File: src/rtl/clkmon_sched.sv
// ---------------------------------------------------------------------------
// clkmon_sched
//   Round-robin scheduler that time-shares one edge-counting frequency meter
//   between N_CH test clocks. For each channel in turn it selects the clock,
//   lets the synchronizer settle, counts rising edges over WINDOW clk cycles,
//   compares the count against that channel's expected value and records the
//   verdict. One channel slot takes SETTLE + WINDOW + 1 clk cycles.
//
// Parameters
//   N_CH    number of monitored test clocks (>= 1)
//   CNT_W   width of the edge counter and of each expected count
//   WINDOW  measurement window in clk cycles (>= 2)
//   SETTLE  cycles spent in SELECT before counting (>= 3)
//   TOL     largest |count - expected| still reported as a pass
//
// Ports
//   clk       system clock, must exceed 2x the fastest test clock
//   rst_n     asynchronous reset, active HIGH (legacy name kept)
//   en        run the scheduler while high; low aborts the current channel
//   tst_clk   test clocks, asynchronous to clk
//   exp_cnt   expected edges per window, channel i at [i*CNT_W +: CNT_W]
//   ok        last evaluation of channel i passed
//   valid     channel i evaluated at least once since reset
//   meas_stb  one-cycle pulse per completed evaluation
//   meas_ch   channel of the last evaluation
//   meas_cnt  edge count of the last evaluation
//   busy      scheduler is not idle
//
// Optional build macro CLKMON_SCHED_STICKY_EN
//   Adds input clr and output fail[N_CH]: fail[i] latches any failing
//   evaluation of channel i until clr or reset; a failing evaluation in the
//   same cycle as clr leaves the bit set.
// ---------------------------------------------------------------------------
module clkmon_sched #(
    parameter int N_CH   = 4,
    parameter int CNT_W  = 16,
    parameter int WINDOW = 1000,
    parameter int SETTLE = 4,
    parameter int TOL    = 2,
    localparam int CH_W  = (N_CH > 1) ? $clog2(N_CH) : 1
) (
    input  logic                    clk,
    input  logic                    rst_n,
    input  logic                    en,
    input  logic [N_CH-1:0]         tst_clk,
    input  logic [N_CH*CNT_W-1:0]   exp_cnt,
    output logic [N_CH-1:0]         ok,
    output logic [N_CH-1:0]         valid,
    output logic                    meas_stb,
    output logic [CH_W-1:0]         meas_ch,
    output logic [CNT_W-1:0]        meas_cnt,
    output logic                    busy
`ifdef CLKMON_SCHED_STICKY_EN
    ,
    input  logic                    clr,
    output logic [N_CH-1:0]         fail
`endif
);

    localparam int TMR_MAX = (WINDOW > SETTLE) ? WINDOW : SETTLE;
    localparam int TMR_W   = $clog2(TMR_MAX + 1);

    localparam logic [CNT_W-1:0] CNT_SAT = {CNT_W{1'b1}};
    localparam logic [CNT_W:0]   TOL_V   = (CNT_W + 1)'(TOL);

    typedef enum logic [1:0] {
        IDLE    = 2'd0,
        SELECT  = 2'd1,
        MEASURE = 2'd2,
        EVAL    = 2'd3
    } state_t;

    // Distance is formed one bit wider than the counter and always as
    // larger-minus-smaller, so it can neither wrap nor underflow.
    function automatic logic within_tol(input logic [CNT_W-1:0] cnt,
                                        input logic [CNT_W-1:0] expv);
        logic [CNT_W:0] a;
        logic [CNT_W:0] b;
        logic [CNT_W:0] d;
        a = {1'b0, cnt};
        b = {1'b0, expv};
        d = (a >= b) ? (a - b) : (b - a);
        return (d <= TOL_V);
    endfunction

    state_t            state_q, state_d;
    logic [CH_W-1:0]   ch_q, ch_d;
    logic [TMR_W-1:0]  timer_q, timer_d;
    logic [CNT_W-1:0]  cnt_q, cnt_d;

    logic              sync1_q, sync1_d;
    logic              sync2_q, sync2_d;
    logic              sdly_q, sdly_d;

    logic [N_CH-1:0]   ok_q, ok_d;
    logic [N_CH-1:0]   valid_q, valid_d;
    logic              stb_q, stb_d;
    logic [CH_W-1:0]   mch_q, mch_d;
    logic [CNT_W-1:0]  mcnt_q, mcnt_d;
`ifdef CLKMON_SCHED_STICKY_EN
    logic [N_CH-1:0]   fail_q, fail_d;
`endif

    logic              rise;
    logic [CNT_W-1:0]  exp_sel;
    logic              pass;

    // Selected test clock feeds a 2FF synchronizer, then a delay flop used
    // for rising-edge detection. The mux follows ch_q, which only moves in
    // EVAL, so SELECT gives the chain SETTLE cycles to flush the old channel.
    assign rise    = sync2_q & ~sdly_q;
    assign exp_sel = exp_cnt[ch_q*CNT_W +: CNT_W];
    assign pass    = within_tol(cnt_q, exp_sel);

    always_comb begin
        state_d = state_q;
        ch_d    = ch_q;
        timer_d = timer_q;
        cnt_d   = cnt_q;
        sync1_d = tst_clk[ch_q];
        sync2_d = sync1_q;
        sdly_d  = sync2_q;
        ok_d    = ok_q;
        valid_d = valid_q;
        stb_d   = 1'b0;
        mch_d   = mch_q;
        mcnt_d  = mcnt_q;
`ifdef CLKMON_SCHED_STICKY_EN
        fail_d  = clr ? '0 : fail_q;
`endif

        unique case (state_q)
            IDLE: begin
                timer_d = '0;
                cnt_d   = '0;
                if (en) begin
                    state_d = SELECT;
                end
            end

            SELECT: begin
                cnt_d = '0;
                if (!en) begin
                    state_d = IDLE;
                end else if (timer_q == TMR_W'(SETTLE - 1)) begin
                    timer_d = '0;
                    state_d = MEASURE;
                end else begin
                    timer_d = timer_q + 1'b1;
                end
            end

            MEASURE: begin
                if (!en) begin
                    // Abort: partial count is discarded, channel is retried.
                    state_d = IDLE;
                end else begin
                    if (rise && (cnt_q != CNT_SAT)) begin
                        cnt_d = cnt_q + 1'b1;
                    end
                    if (timer_q == TMR_W'(WINDOW - 1)) begin
                        timer_d = '0;
                        state_d = EVAL;
                    end else begin
                        timer_d = timer_q + 1'b1;
                    end
                end
            end

            EVAL: begin
                ok_d[ch_q]    = pass;
                valid_d[ch_q] = 1'b1;
                stb_d         = 1'b1;
                mch_d         = ch_q;
                mcnt_d        = cnt_q;
`ifdef CLKMON_SCHED_STICKY_EN
                if (!pass) begin
                    fail_d[ch_q] = 1'b1;
                end
`endif
                ch_d    = (ch_q == CH_W'(N_CH - 1)) ? '0 : ch_q + 1'b1;
                timer_d = '0;
                cnt_d   = '0;
                state_d = en ? SELECT : IDLE;
            end

            default: begin
                state_d = IDLE;
            end
        endcase
    end

    // rst_n is active high despite its name.
    always_ff @(posedge clk or posedge rst_n) begin
        if (rst_n) begin
            state_q <= IDLE;
            ch_q    <= '0;
            timer_q <= '0;
            cnt_q   <= '0;
            sync1_q <= 1'b0;
            sync2_q <= 1'b0;
            sdly_q  <= 1'b0;
            ok_q    <= '0;
            valid_q <= '0;
            stb_q   <= 1'b0;
            mch_q   <= '0;
            mcnt_q  <= '0;
`ifdef CLKMON_SCHED_STICKY_EN
            fail_q  <= '0;
`endif
        end else begin
            state_q <= state_d;
            ch_q    <= ch_d;
            timer_q <= timer_d;
            cnt_q   <= cnt_d;
            sync1_q <= sync1_d;
            sync2_q <= sync2_d;
            sdly_q  <= sdly_d;
            ok_q    <= ok_d;
            valid_q <= valid_d;
            stb_q   <= stb_d;
            mch_q   <= mch_d;
            mcnt_q  <= mcnt_d;
`ifdef CLKMON_SCHED_STICKY_EN
            fail_q  <= fail_d;
`endif
        end
    end

    assign ok       = ok_q;
    assign valid    = valid_q;
    assign meas_stb = stb_q;
    assign meas_ch  = mch_q;
    assign meas_cnt = mcnt_q;
    assign busy     = (state_q != IDLE);
`ifdef CLKMON_SCHED_STICKY_EN
    assign fail     = fail_q;
`endif

endmodule

File: config.mk
export PLATFORM = sky130hd
export DESIGN_NAME = clkmon_sched
export DESIGN_NICKNAME = d
export VERILOG_FILES = /design/src/rtl/clkmon_sched.sv
export SDC_FILE = /design/constraint.sdc
export NUM_CORES = 1
export LEC_CHECK = 0
export ABC_AREA = 1
export BUFFER_PORTS_ARGS = -buffer_cell sky130_fd_sc_hd__buf_2
export CORE_ASPECT_RATIO = 0.75
export CORE_MARGIN = 2
export CORE_UTILIZATION = 45
export CTS_BUF_LIST = sky130_fd_sc_hd__clkbuf_4 sky130_fd_sc_hd__clkbuf_8
export CTS_CLUSTER_DIAMETER = 30
export DETAILED_ROUTE_END_ITERATION = 10
export HOLD_SLACK_MARGIN = 0.15
export PLACE_DENSITY = 0.77
export RECOVER_POWER = 25
export SLEW_MARGIN = 40
export SYNTH_ARGS = -nofsm -noshare
export SYNTH_HDL_FRONTEND = slang
export SYNTH_SLANG_ARGS = --single-unit
File: constraint.sdc
create_clock -name clk -period 5.53 [get_ports clk]
set_input_delay 0 -clock clk [delete_from_list [all_inputs] [get_ports clk]]
set_output_delay 0 -clock clk [all_outputs]
set_load 0.01 [all_outputs]
==> results of run 1 <==
[flip-flops by register name, indices dropped and copies added, names as in the netlist, 2 cells and up]
register and cells:
meas_ch 2, valid 4, ch_q 2, ok 4
meas_cnt 16, cnt_q 16, state_q 2, timer_q 10
[Yosys cell counts, drive strengths merged]
cell    instances  share of area
a211oi          2         0.0028
a21o            1         0.0014
a21oi          55          0.053
a31oi           2         0.0024
a32oi          16          0.026
and2            1         0.0012
and3            1         0.0012
buf             4         0.0033
clkbuf         14         0.0099
clkinv          2         0.0014
dfrtp          60           0.28
fa              2         0.0076
ha             38          0.090
inv           143           0.10
nand2         299           0.22
nand3          63          0.061
nand4           9          0.011
nor2           62          0.047
nor3           15          0.014
nor3b           3         0.0043
nor4            5         0.0059
o21a            2         0.0028
o21ai          38          0.036
o22ai           1         0.0012
o41ai           1         0.0017
or2             8         0.0094
xnor2           2         0.0033
xor2            1         0.0017
[area by class of cell]
type                            instances  area [um2]  area share
Clock buffer                           11         145      0.0233
Clock inverter                          5        75.1      0.0121
Inverter                              145         544      0.0875
Multi-Input combinational cell        627        3180       0.511
Sequential cell                        60        1500       0.241
Tap cell                              162         203      0.0326
Timing Repair Buffer                  108         572      0.0919
[stage by stage]
| stage | hold WS [ns] | setup slack, ns | utilization | area, um2 |
|---|---|---|---|---|
| floorplan | 0.122 | 2.37 | - | 5300 |
| global placement | 0.250 | 1.54 | 0.517 | 5970 |
| detailed placement | 0.258 | 1.49 | 0.517 | 5970 |
| CTS | 0.381 | 1.50 | 0.540 | 6230 |
| global route | 0.390 | 1.32 | 0.540 | 6220 |
| finish | 0.381 | 1.65 | 0.540 | 6220 |
[worst max-delay path, cell delays in order (launching register included)]
cell and delay [ns]:
dfrtp_1 0.41, clkinv_1 0.55, buf_4 0.43, a21oi_1 0.16, a32oi_1 0.11, ha_1 0.45
nand2_1 0.15, nor2_1 0.24, nand2_1 0.13, o21ai_1 0.17, nor2_2 0.09, nand2_4 0.13
nand2_1 0.07, nand3_1 0.12, nand3_1 0.09, nor2_1 0.14, nand2_1 0.17, a21oi_1 0.18
[kinds of logic after synthesis]
family / count (synthesis) / synth area share
XOR/XNOR: 3 / 0.00496
AO/OA/AOI/OAI: 118 / 0.127
flip-flops: 60 / 0.283
adder cells (fa/ha/maj): 40 / 0.0973
buffers and inverters: 163 / 0.116
AND/OR/NAND/NOR: 466 / 0.371
[report_power, final]
group | internal (uW) | leakage [uW] | switching, uW | total (uW)
combinational | 628 | 0.00253 | 1260 | 1890
sequential | 505 | 0.000798 | 40.7 | 546
clock | 269 | 0.000116 | 173 | 442
total | 1400 | 0.00345 | 1480 | 2880
[per-layer routing]
metal  vias up  GRT usage
met5         -          0
met2       238      0.366
met1      2536      0.374
met3        21     0.0493
li1       2915          -
met4         0     0.0610
[path summary, 6_finish.rpt]
kind | to | depth (start not counted) | startpoint
setup / recovery | ok[2]$_DFFE_PP0P_ | 17 | ch_q[1]$_DFFE_PP0P_
hold / removal | sdly_q$_DFF_PP0_ | 0 | sdly_d$_DFF_PP0_
setup reg to reg | ok[2]$_DFFE_PP0P_ | 17 | ch_q[1]$_DFFE_PP0P_
hold reg to reg | sdly_q$_DFF_PP0_ | 0 | sdly_d$_DFF_PP0_
max in group asynchronous | ch_q[1]$_DFFE_PP0P_ | 4 | rst_n
min in group asynchronous | timer_q[1]$_DFFE_PP0P_ | 4 | rst_n
==> results.ini, run 1 <==
[route]
vias_per_cell=5.11
final_antenna_net_count=0
vias=5710
routedWlPerCell_um=13.8
drtIter0Drc=689
dr.pass1.iters=5
wl_met3_mm=1.37
wl_met2_mm=6.32
wl_mm=15.4
dr.max_layer_used=met4
post-route-drc-count=0
wl_met1_mm=7.49

[cts]
cts_buffers=9
cts_sinks=60
insertion_delay_ns=0.35
clk_pin_slew_ns=0.06
htree_levels=3
cts_buffer_depth=2
cts_tree=yes
cts_setup_buffers=0
cts-resized-gates=0
root_buffer=clkbuf_8
cts_hold_buf=4

[timing]
fmax_ghz=0.258
tightest_slew_ns=3.16
skew_ns=0.00804
tns_ns=0
final-hold-violation-count=0
period_share=0.702
grt_setup_unrepaired=false
slew_violations=61
relSlewSlack=-1.11
finalSetupViolations=0
finalCriticalPeriod_ns=3.88

[logic_synthesis]
synthesis.nets=961
synthCells=850
yosysUniqueCellTypes=36
yosysWarnings=0
synth-seq-cells=60
ys_seq_area_frac=0.283
syn-cell-area_um2=5300
syn_area_per_cell_um2=6.23

[setup_path]
cp_data_arrival_time_ns=4.15
cp-start-kind=flop
endpoint_kind=flop
r2r_setup_slack_ns=1.65
critPathMaxFanout=21
required_ns=5.80
crit_type=reg2reg

[finish]
final_cell_count_no_fill=1118
nets=1062
layout_common_cells=nand2_1 (293), inv_1 (142), buf_2 (98)
fillers=1166
layout_commonest_cell=nand2_1
drive_above_1_share=0.149
diodes=0
area_delta_synth_final_pct=17.5

[grt]
grt_max_degree=61
antenna_found_initial=0
track_usage=0.249
grt_overflow_total=0
grt_pass1_vias=5087
grt_first_pass_wirelength_mm=25.1

[floorplan]
die_y_um=98.0
ios=99
die_area_um2=12700
start_util=0.460
core_area_um2=11500
die_w_um=129
rows=34

[run_status]
violations=capacitance limit, slew limit
outcome=finished with violations

[place]
gp_congestion=0.983
dp_hpwl_mm=12.0
dp_cells=1098
port_buffers=98

[power_and_ir_drop]
totalPowerFinal_uw=2880
power.leakage_uw=0.00345
ir_drop_mv=0.232
powerDensity_nw_per_um2=463

[min_path]
hold_class=reg2reg

[job]
cap_violations=1

Power figures use the tool's default switching activity.
==> inputs of run 2 (changes only) <==
- PLACE_DENSITY: 0.77 -> 0.79
- clock period: 5.53 -> 3.4 ns (I/O delays scaled with it)
==> run 2 against run 1 <==
  * Clock-buffer cell count unchanged
  * Largest cell class unchanged
  * Global-route usage down 0.18 points
  * Core utilization up 0.86 points
  * Cell count up 0.18%
  * Maximum frequency up 24%
  * Combinational power up 71%
  * The run now ends clean
  * Largest power group unchanged
  * Cell area up 1.6%
  * Power up 62%
  * First-iteration DRC count down 11%
  * Die area unchanged
==> results.ini, run 2 (synthesis gave the netlist of run 1 again) <==
[timing]
finalCriticalPeriod_ns=3.14  ; was 3.88 ns
finalSetupViolations=0  ; unchanged
period_share=0.923  ; was 0.702
tns_ns=0  ; unchanged
fin_ws_ns=0.260  ; was 1.65 ns
skew_ns=0.00699  ; was 0.00804 ns
slew_violations=0  ; was 61
fmax_ghz=0.319  ; was 0.258 GHz
final-hold-violation-count=0  ; unchanged
relSlewSlack=0.344  ; was -1.11
tightest_slew_ns=0.982  ; was 3.16 ns

[setup_path]
critPathMaxFanout=10  ; was 21
slowest_stage=ha_1  ; was clkinv_1
cp-start-kind=flop  ; unchanged
crit_start=ch_q[1]$_DFFE_PP0P_  ; unchanged
crit_top_cell=nor2_1  ; was nand2_1
worst_r2r_path_depth=17  ; unchanged
path_cells=clkinv_1 -> buf_4 -> a21oi_1 -> a32oi_1 -> ha_1 -> nand2_1 -> nor2_2 -> nand3_2 -> nand3_2 -> nand2_2 -> nand2_4 -> nand3_1 -> nor2_1 -> nor2_1 -> nor2_1 -> nand2_2 -> a21oi_2  ; was clkinv_1 -> buf_4 -> a21oi_1 -> a32oi_1 -> ha_1 -> nand2_1 -> nor2_1 -> nand2_1 -> o21ai_1 -> nor2_2 -> nand2_4 -> nand2_1 -> nand3_1 -> nand3_1 -> nor2_1 -> nand2_1 -> a21oi_1
reg2reg_to=ok[0]$_DFFE_PP0P_  ; was ok[2]$_DFFE_PP0P_
r2r_setup_slack_ns=0.26  ; was 1.65 ns
endpoint_kind=flop  ; unchanged
crit_path_end=ok[0]$_DFFE_PP0P_  ; was ok[2]$_DFFE_PP0P_
required_ns=3.67  ; was 5.80 ns
cp_data_arrival_time_ns=3.41  ; was 4.15 ns
crit_type=reg2reg  ; unchanged
rr_startpoint=ch_q[1]$_DFFE_PP0P_  ; unchanged
slowest_delay_ns=0.47  ; was 0.55 ns

[floorplan]
die_y_um=98.0  ; unchanged
start_util=0.460  ; unchanged
core_area_um2=11500  ; unchanged
ios=99  ; unchanged
die_area_um2=12700  ; unchanged
die_w_um=129  ; unchanged
rows=34  ; unchanged

[grt]
antenna_found_initial=0  ; unchanged
grt_first_pass_wirelength_mm=24.9  ; was 25.1 mm
grt_pass1_vias=5078  ; was 5087
track_usage=0.247  ; was 0.249
grt_overflow_total=0  ; unchanged
grt_max_degree=40  ; was 61

[route]
dr.max_layer_used=met4  ; unchanged
dr.pass1.iters=5  ; unchanged
wl_met2_mm=6.44  ; was 6.32 mm
routedWlPerCell_um=13.7  ; was 13.8 um
vias=5823  ; was 5710
wl_mm=15.3  ; was 15.4 mm
final_antenna_net_count=0  ; unchanged
wl_met3_mm=1.28  ; was 1.37 mm
drtIter0Drc=614  ; was 689
post-route-drc-count=0  ; unchanged
wl_met1_mm=7.44  ; was 7.49 mm
vias_per_cell=5.20  ; was 5.11

[finish]
nets=1066  ; was 1062
fillers=1146  ; was 1166
multi_input_area_um2=3290  ; was 3180 um2
layout_common_cells=nand2_1 (292), inv_1 (143), buf_2 (89)  ; was nand2_1 (293), inv_1 (142), buf_2 (98)
area_delta_synth_final_pct=19.3  ; was 17.5%
diodes=0  ; unchanged
stdcell_area_um2=6320  ; was 6220 um2
regArea_um2=1500  ; unchanged
layout_commonest_cell=nand2_1  ; unchanged
drive_above_1_share=0.161  ; was 0.149
final_cell_count_no_fill=1120  ; was 1118

[power_and_ir_drop]
powerDensity_nw_per_um2=740  ; was 463 nW/um2
ir_drop_mv=0.309  ; was 0.232 mV
power.leakage_uw=0.00343  ; was 0.00345 uW

[place]
dp_hpwl_mm=12.0  ; about the same
port_buffers=98  ; unchanged
post-place-ws_ns=0.0112  ; was 1.49 ns
dp_cells=1102  ; was 1098
gp_congestion=0.985  ; was 0.983
dpl_cell_area_um2=6020  ; was 5970 um2

[cts]
cts_buffer_depth=2  ; unchanged
cts_buffers=9  ; unchanged
insertion_delay_ns=0.34  ; was 0.35 ns
cts_sinks=60  ; unchanged
cts_tree=yes  ; unchanged
clk_pin_slew_ns=0.07  ; was 0.06 ns
htree_levels=3  ; unchanged
root_buffer=clkbuf_8  ; unchanged

[run_status]
outcome=finished, final reports clean  ; was finished with violations

[min_path]
hold_class=reg2reg  ; unchanged
hp-start=sync1_q$_DFF_PP0_  ; was sdly_d$_DFF_PP0_

[job]
cap_violations=0  ; was 1

[run 2: worst min path at each step]
stage	cells after the start	slack, ns	endpoint
3_5_place_dp	2	0.08	cnt_q[9]$_DFFE_PP0P_
4_1_cts	3	0.26	ok[3]$_DFFE_PP0P_
6_report	0	0.35	sdly_d$_DFF_PP0_
5_1_grt	0	0.37	sdly_d$_DFF_PP0_
2_1_floorplan	1	0.12	state_q[0]$_DFFE_PP0P_
3_3_place_gp	2	0.08	cnt_q[9]$_DFFE_PP0P_
[run 2: repair_timing]
item,in CTS,in global routing
resized for setup,0,23
hold buffers,4,0
setup buffers,0,0
hold endpoints to repair,32,0
setup endpoints to repair,0,4
[run 2: critical path: cells and delay by family (launching register included)]
family                   cells  cell delay, ns
adder cells (fa/ha/maj)      1            0.47
buffers and inverters        2            0.36
AND/OR/NAND/NOR             11            1.43
AO/OA/AOI/OAI                3            0.38
flip-flops                   1            0.42
[run 2: metrics by stage]
stage / utilization / hold slack (ns) / power, uW
floorplan: - / 0.122 / 3120
global placement: 0.522 / 0.0797 / 3940
detailed placement: 0.522 / 0.0753 / 3950
CTS: 0.540 / 0.257 / 4530
global route: 0.548 / 0.368 / 5170
finish: 0.548 / 0.354 / 4680
[run 2: cell type report]
type / count / share of cell area
clock buffer: 11 / 0.0230
clock inverter: 3 / 0.00238
inverter: 145 / 0.0861
multi-input combinational: 627 / 0.521
sequential: 60 / 0.238
tap: 162 / 0.0321
timing repair buffer: 112 / 0.0980
[run 2: report_power, final]
part           switching, uW  total (uW)  internal (uW)
logic                   2100        3240           1140
clock network            266         546            280
registers               68.8         890            822
total                   2440        4680           2240
[run 2: per-layer routing]
metal,track usage,vias to the layer above
li1,-,2919
met1,0.367,2639
met2,0.367,248
met3,0.0575,17
met4,0.0485,0
met5,0,-
==> inputs of run 3 (changes only) <==
- ABC_AREA: 1 -> default
- GPL_ROUTABILITY_DRIVEN: default -> 0
- PLACE_DENSITY: 0.79 -> 0.8
==> run 3 against run 2 <==
  * Synthesized cell count fell by 40%
  * Area after synthesis fell by 10%
  * The flow now finishes with violations (capacitance limit, slew limit, setup timing)
  * Clock-buffer cell count fell by 1
  * Sequential cell count did not move
  * Maximum frequency fell by 15%
  * Combinational power fell by 18%
  * Critical path type unchanged
  * Sequential share of layout area rose by 1.3 points
  * Register-to-register slack got worse by 0.56 ns
  * Clock power rose by 34%
  * Power fell by 8.4%
==> results.ini, run 3 <==
[route]
final_antenna_net_count=0  ; unchanged
wl_mm=13.2  ; was 15.3 mm
drtIter0Drc=339  ; was 614
dr.pass1.iters=5  ; unchanged
post-route-drc-count=0  ; unchanged
vias_per_cell=5.70  ; was 5.20
vias=4483  ; was 5823
routedWlPerCell_um=16.8  ; was 13.7 um

[cts]
root_buffer=clkbuf_8  ; unchanged
insertion_delay_ns=0.34  ; about the same
cts_buffers=9  ; unchanged
cts_buffer_depth=2  ; unchanged
cts_sinks=60  ; unchanged
htree_levels=3  ; unchanged
clk_pin_slew_ns=0.08  ; was 0.07 ns
cts_tree=yes  ; unchanged

[power_and_ir_drop]
ir_drop_mv=0.342  ; was 0.309 mV
power.leakage_uw=0.00281  ; was 0.00343 uW
powerDensity_nw_per_um2=715  ; was 740 nW/um2

[job]
cap_violations=1  ; was 0

[setup_path]
endpoint_kind=flop  ; unchanged
critPathMaxFanout=11  ; was 10
crit_type=reg2reg  ; unchanged
cp-start-kind=flop  ; unchanged
required_ns=3.65  ; was 3.67 ns
cp_data_arrival_time_ns=3.95  ; was 3.41 ns

[timing]
tightest_slew_ns=1.75  ; was 0.982 ns
fmax_ghz=0.270  ; was 0.319 GHz
fin_ws_ns=-0.299  ; was 0.260 ns
period_share=1.09  ; was 0.923
slew_violations=41  ; was 0
tns_ns=-1.10  ; was 0 ns
grt_setup_unrepaired=true
finalCriticalPeriod_ns=3.70  ; was 3.14 ns
final-hold-violation-count=0  ; unchanged
skew_ns=0.00965  ; was 0.00699 ns
relSlewSlack=-0.175  ; was 0.344
finalSetupViolations=4  ; was 0

[place]
port_buffers=98  ; unchanged
dpl_cell_area_um2=5570  ; was 6020 um2
dp_cells=758  ; was 1102
post-place-ws_ns=-0.183  ; was 0.0112 ns
dp_hpwl_mm=9.94  ; was 12.0 mm

[finish]
layout_common_cells=buf_2 (98), dfrtp_1 (60), nor2_1 (42)  ; was nand2_1 (292), inv_1 (143), buf_2 (89)
fillers=793  ; was 1146
nets=756  ; was 1066
stdcell_area_um2=5990  ; was 6320 um2
final_cell_count_no_fill=786  ; was 1120
regArea_um2=1500  ; unchanged
diodes=0  ; unchanged
postLayoutCoreUtil=0.582  ; was 0.548
multi_input_area_um2=3060  ; was 3290 um2
layout_commonest_cell=buf_2  ; was nand2_1
drive_above_1_share=0.351  ; was 0.161
area_delta_synth_final_pct=25.9  ; was 19.3%

[floorplan]
ios=99  ; unchanged
die_area_um2=11400  ; was 12700 um2
die_w_um=123  ; was 129 um
rows=32  ; was 34
core_area_um2=10300  ; was 11500 um2
die_y_um=93.1  ; was 98.0 um
start_util=0.463  ; was 0.460

[grt]
grt_pass1_vias=4575  ; was 5078
grt_overflow_total=0  ; unchanged
grt_first_pass_wirelength_mm=21.9  ; was 24.9 mm
grt_max_degree=41  ; was 40
antenna_found_initial=0  ; unchanged
track_usage=0.243  ; was 0.247

[logic_synthesis]
synth_commonest_cells=dfrtp_1 (60), inv_1 (44), nor2_1 (42)  ; was nand2_1 (293), inv_1 (143), nand3_1 (61)
synth_edf_count=0  ; unchanged
synthCells=514  ; was 850
synthesis.nets=625  ; was 961
synth_ff_type=dfrtp_1  ; unchanged
syn_area_per_cell_um2=9.26  ; was 6.23 um2
async_reset_ff_frac=1.00  ; unchanged
yosysMostFrequentCell=dfrtp_1  ; was nand2_1
synth_area_leaders=dfrtp_1 (32%), ha_1 (10%), mux4_2 (8.0%)  ; was dfrtp_1 (28%), nand2_1 (21%), inv_1 (10%)
synth_top_area_frac=0.315  ; was 0.283
yosysWarnings=0  ; unchanged
ys_seq_area_frac=0.315  ; was 0.283
syn-cell-area_um2=4760  ; was 5300 um2
yosysTopAreaCell=dfrtp_1  ; unchanged
yosysUniqueCellTypes=65  ; was 36
synth-seq-cells=60  ; unchanged

[run_status]
violations=capacitance limit, slew limit, setup timing
outcome=finished with violations  ; was finished, final reports clean

[min_path]
hold_class=reg2reg  ; unchanged

[run 3: cell count changes after synthesis, sizes merged, moves of 19 or more]
cell / previous run / this run
inv: 143 / 44
nand2: 299 / 40
mux2: 0 / 19
nor2: 62 / 43
nand3: 63 / 18
xnor2: 2 / 22
[run 3: logic make-up (layout without fill, tap and decap cells)]
kind of cell | count (synthesis) | after routing | share of synthesized area
muxes | 41 | 41 | 0.136
DFF | 60 | 60 | 0.315
adders and majority gates | 40 | 40 | 0.108
buffers and inverters | 67 | 203 | 0.0599
xor gates and xnor gates | 31 | 31 | 0.0570
AOI/OAI and AO/OA | 113 | 113 | 0.152
and+or+nand+nor | 162 | 162 | 0.171
[run 3: stage by stage]
step | total power, uW | hold WS, ns
global route | 4550 | 0.367
detailed placement | 3310 | 0.214
finish | 4290 | 0.356
CTS | 4170 | 0.361
floorplan | 2610 | 0.108
global placement | 3230 | 0.193
[run 3: what timing repair did]
action | CTS | global route
hold buffers | 4 | 0
buffers inserted | 6 | 2
endpoints found under the setup margin | 4 | 4
gates resized for setup | 17 | 8
pin swaps | 8 | 3
hold endpoints to repair | 42 | 0
[run 3: area by class of cell]
class                           instances  share of cell area
Clock inverter                          6              0.0144
Timing Repair Buffer                  143               0.145
Clock buffer                           10              0.0230
Inverter                               44              0.0278
Sequential cell                        60               0.251
Tap cell                              136              0.0284
Multi-Input combinational cell        387               0.511
[run 3: final timing paths]
check | slack, ns | startpoint | cells after the start | endpoint
max | -0.30 | ch_q[0]$_DFFE_PP0P_ | 13 | ok[3]$_DFFE_PP0P_
min | 0.36 | sync1_q$_DFF_PP0_ | 0 | sdly_d$_DFF_PP0_
max reg2reg | -0.30 | ch_q[0]$_DFFE_PP0P_ | 13 | ok[3]$_DFFE_PP0P_
min reg2reg | 0.36 | sync1_q$_DFF_PP0_ | 0 | sdly_d$_DFF_PP0_
max in group asynchronous | 1.78 | rst_n | 4 | cnt_q[2]$_DFFE_PP0P_
min in group asynchronous | 0.64 | rst_n | 3 | sdly_q$_DFF_PP0_
[run 3: critical path, stage by stage, from the launching register on]
cell	delay (ns)
dfrtp_1	0.42
buf_4	0.14
buf_6	0.16
mux4_2	0.55
ha_2	0.42
nand4_1	0.18
a211oi_1	0.32
a211o_1	0.21
a221oi_1	0.13
nor4_1	0.19
o21ai_0	0.19
a21oi_1	0.25
nand4_4	0.17
o31ai_2	0.26
[run 3: per-layer routing]
layer | wire, um | global-route usage | vias to the layer above
met5 | 0 | 0 | -
met4 | 299 | 0.0833 | 0
met3 | 820 | 0.0421 | 31
met2 | 6740 | 0.419 | 186
met1 | 5330 | 0.306 | 2187
li1 | - | - | 2079
[run 3: report_power, final]
group | internal, uW | total, uW | switching (uW) | leakage, uW
Combinational | 1190 | 2650 | 1460 | 0.00189
Clock | 433 | 734 | 302 | 0.000113
Sequential | 817 | 898 | 80.7 | 0.000802
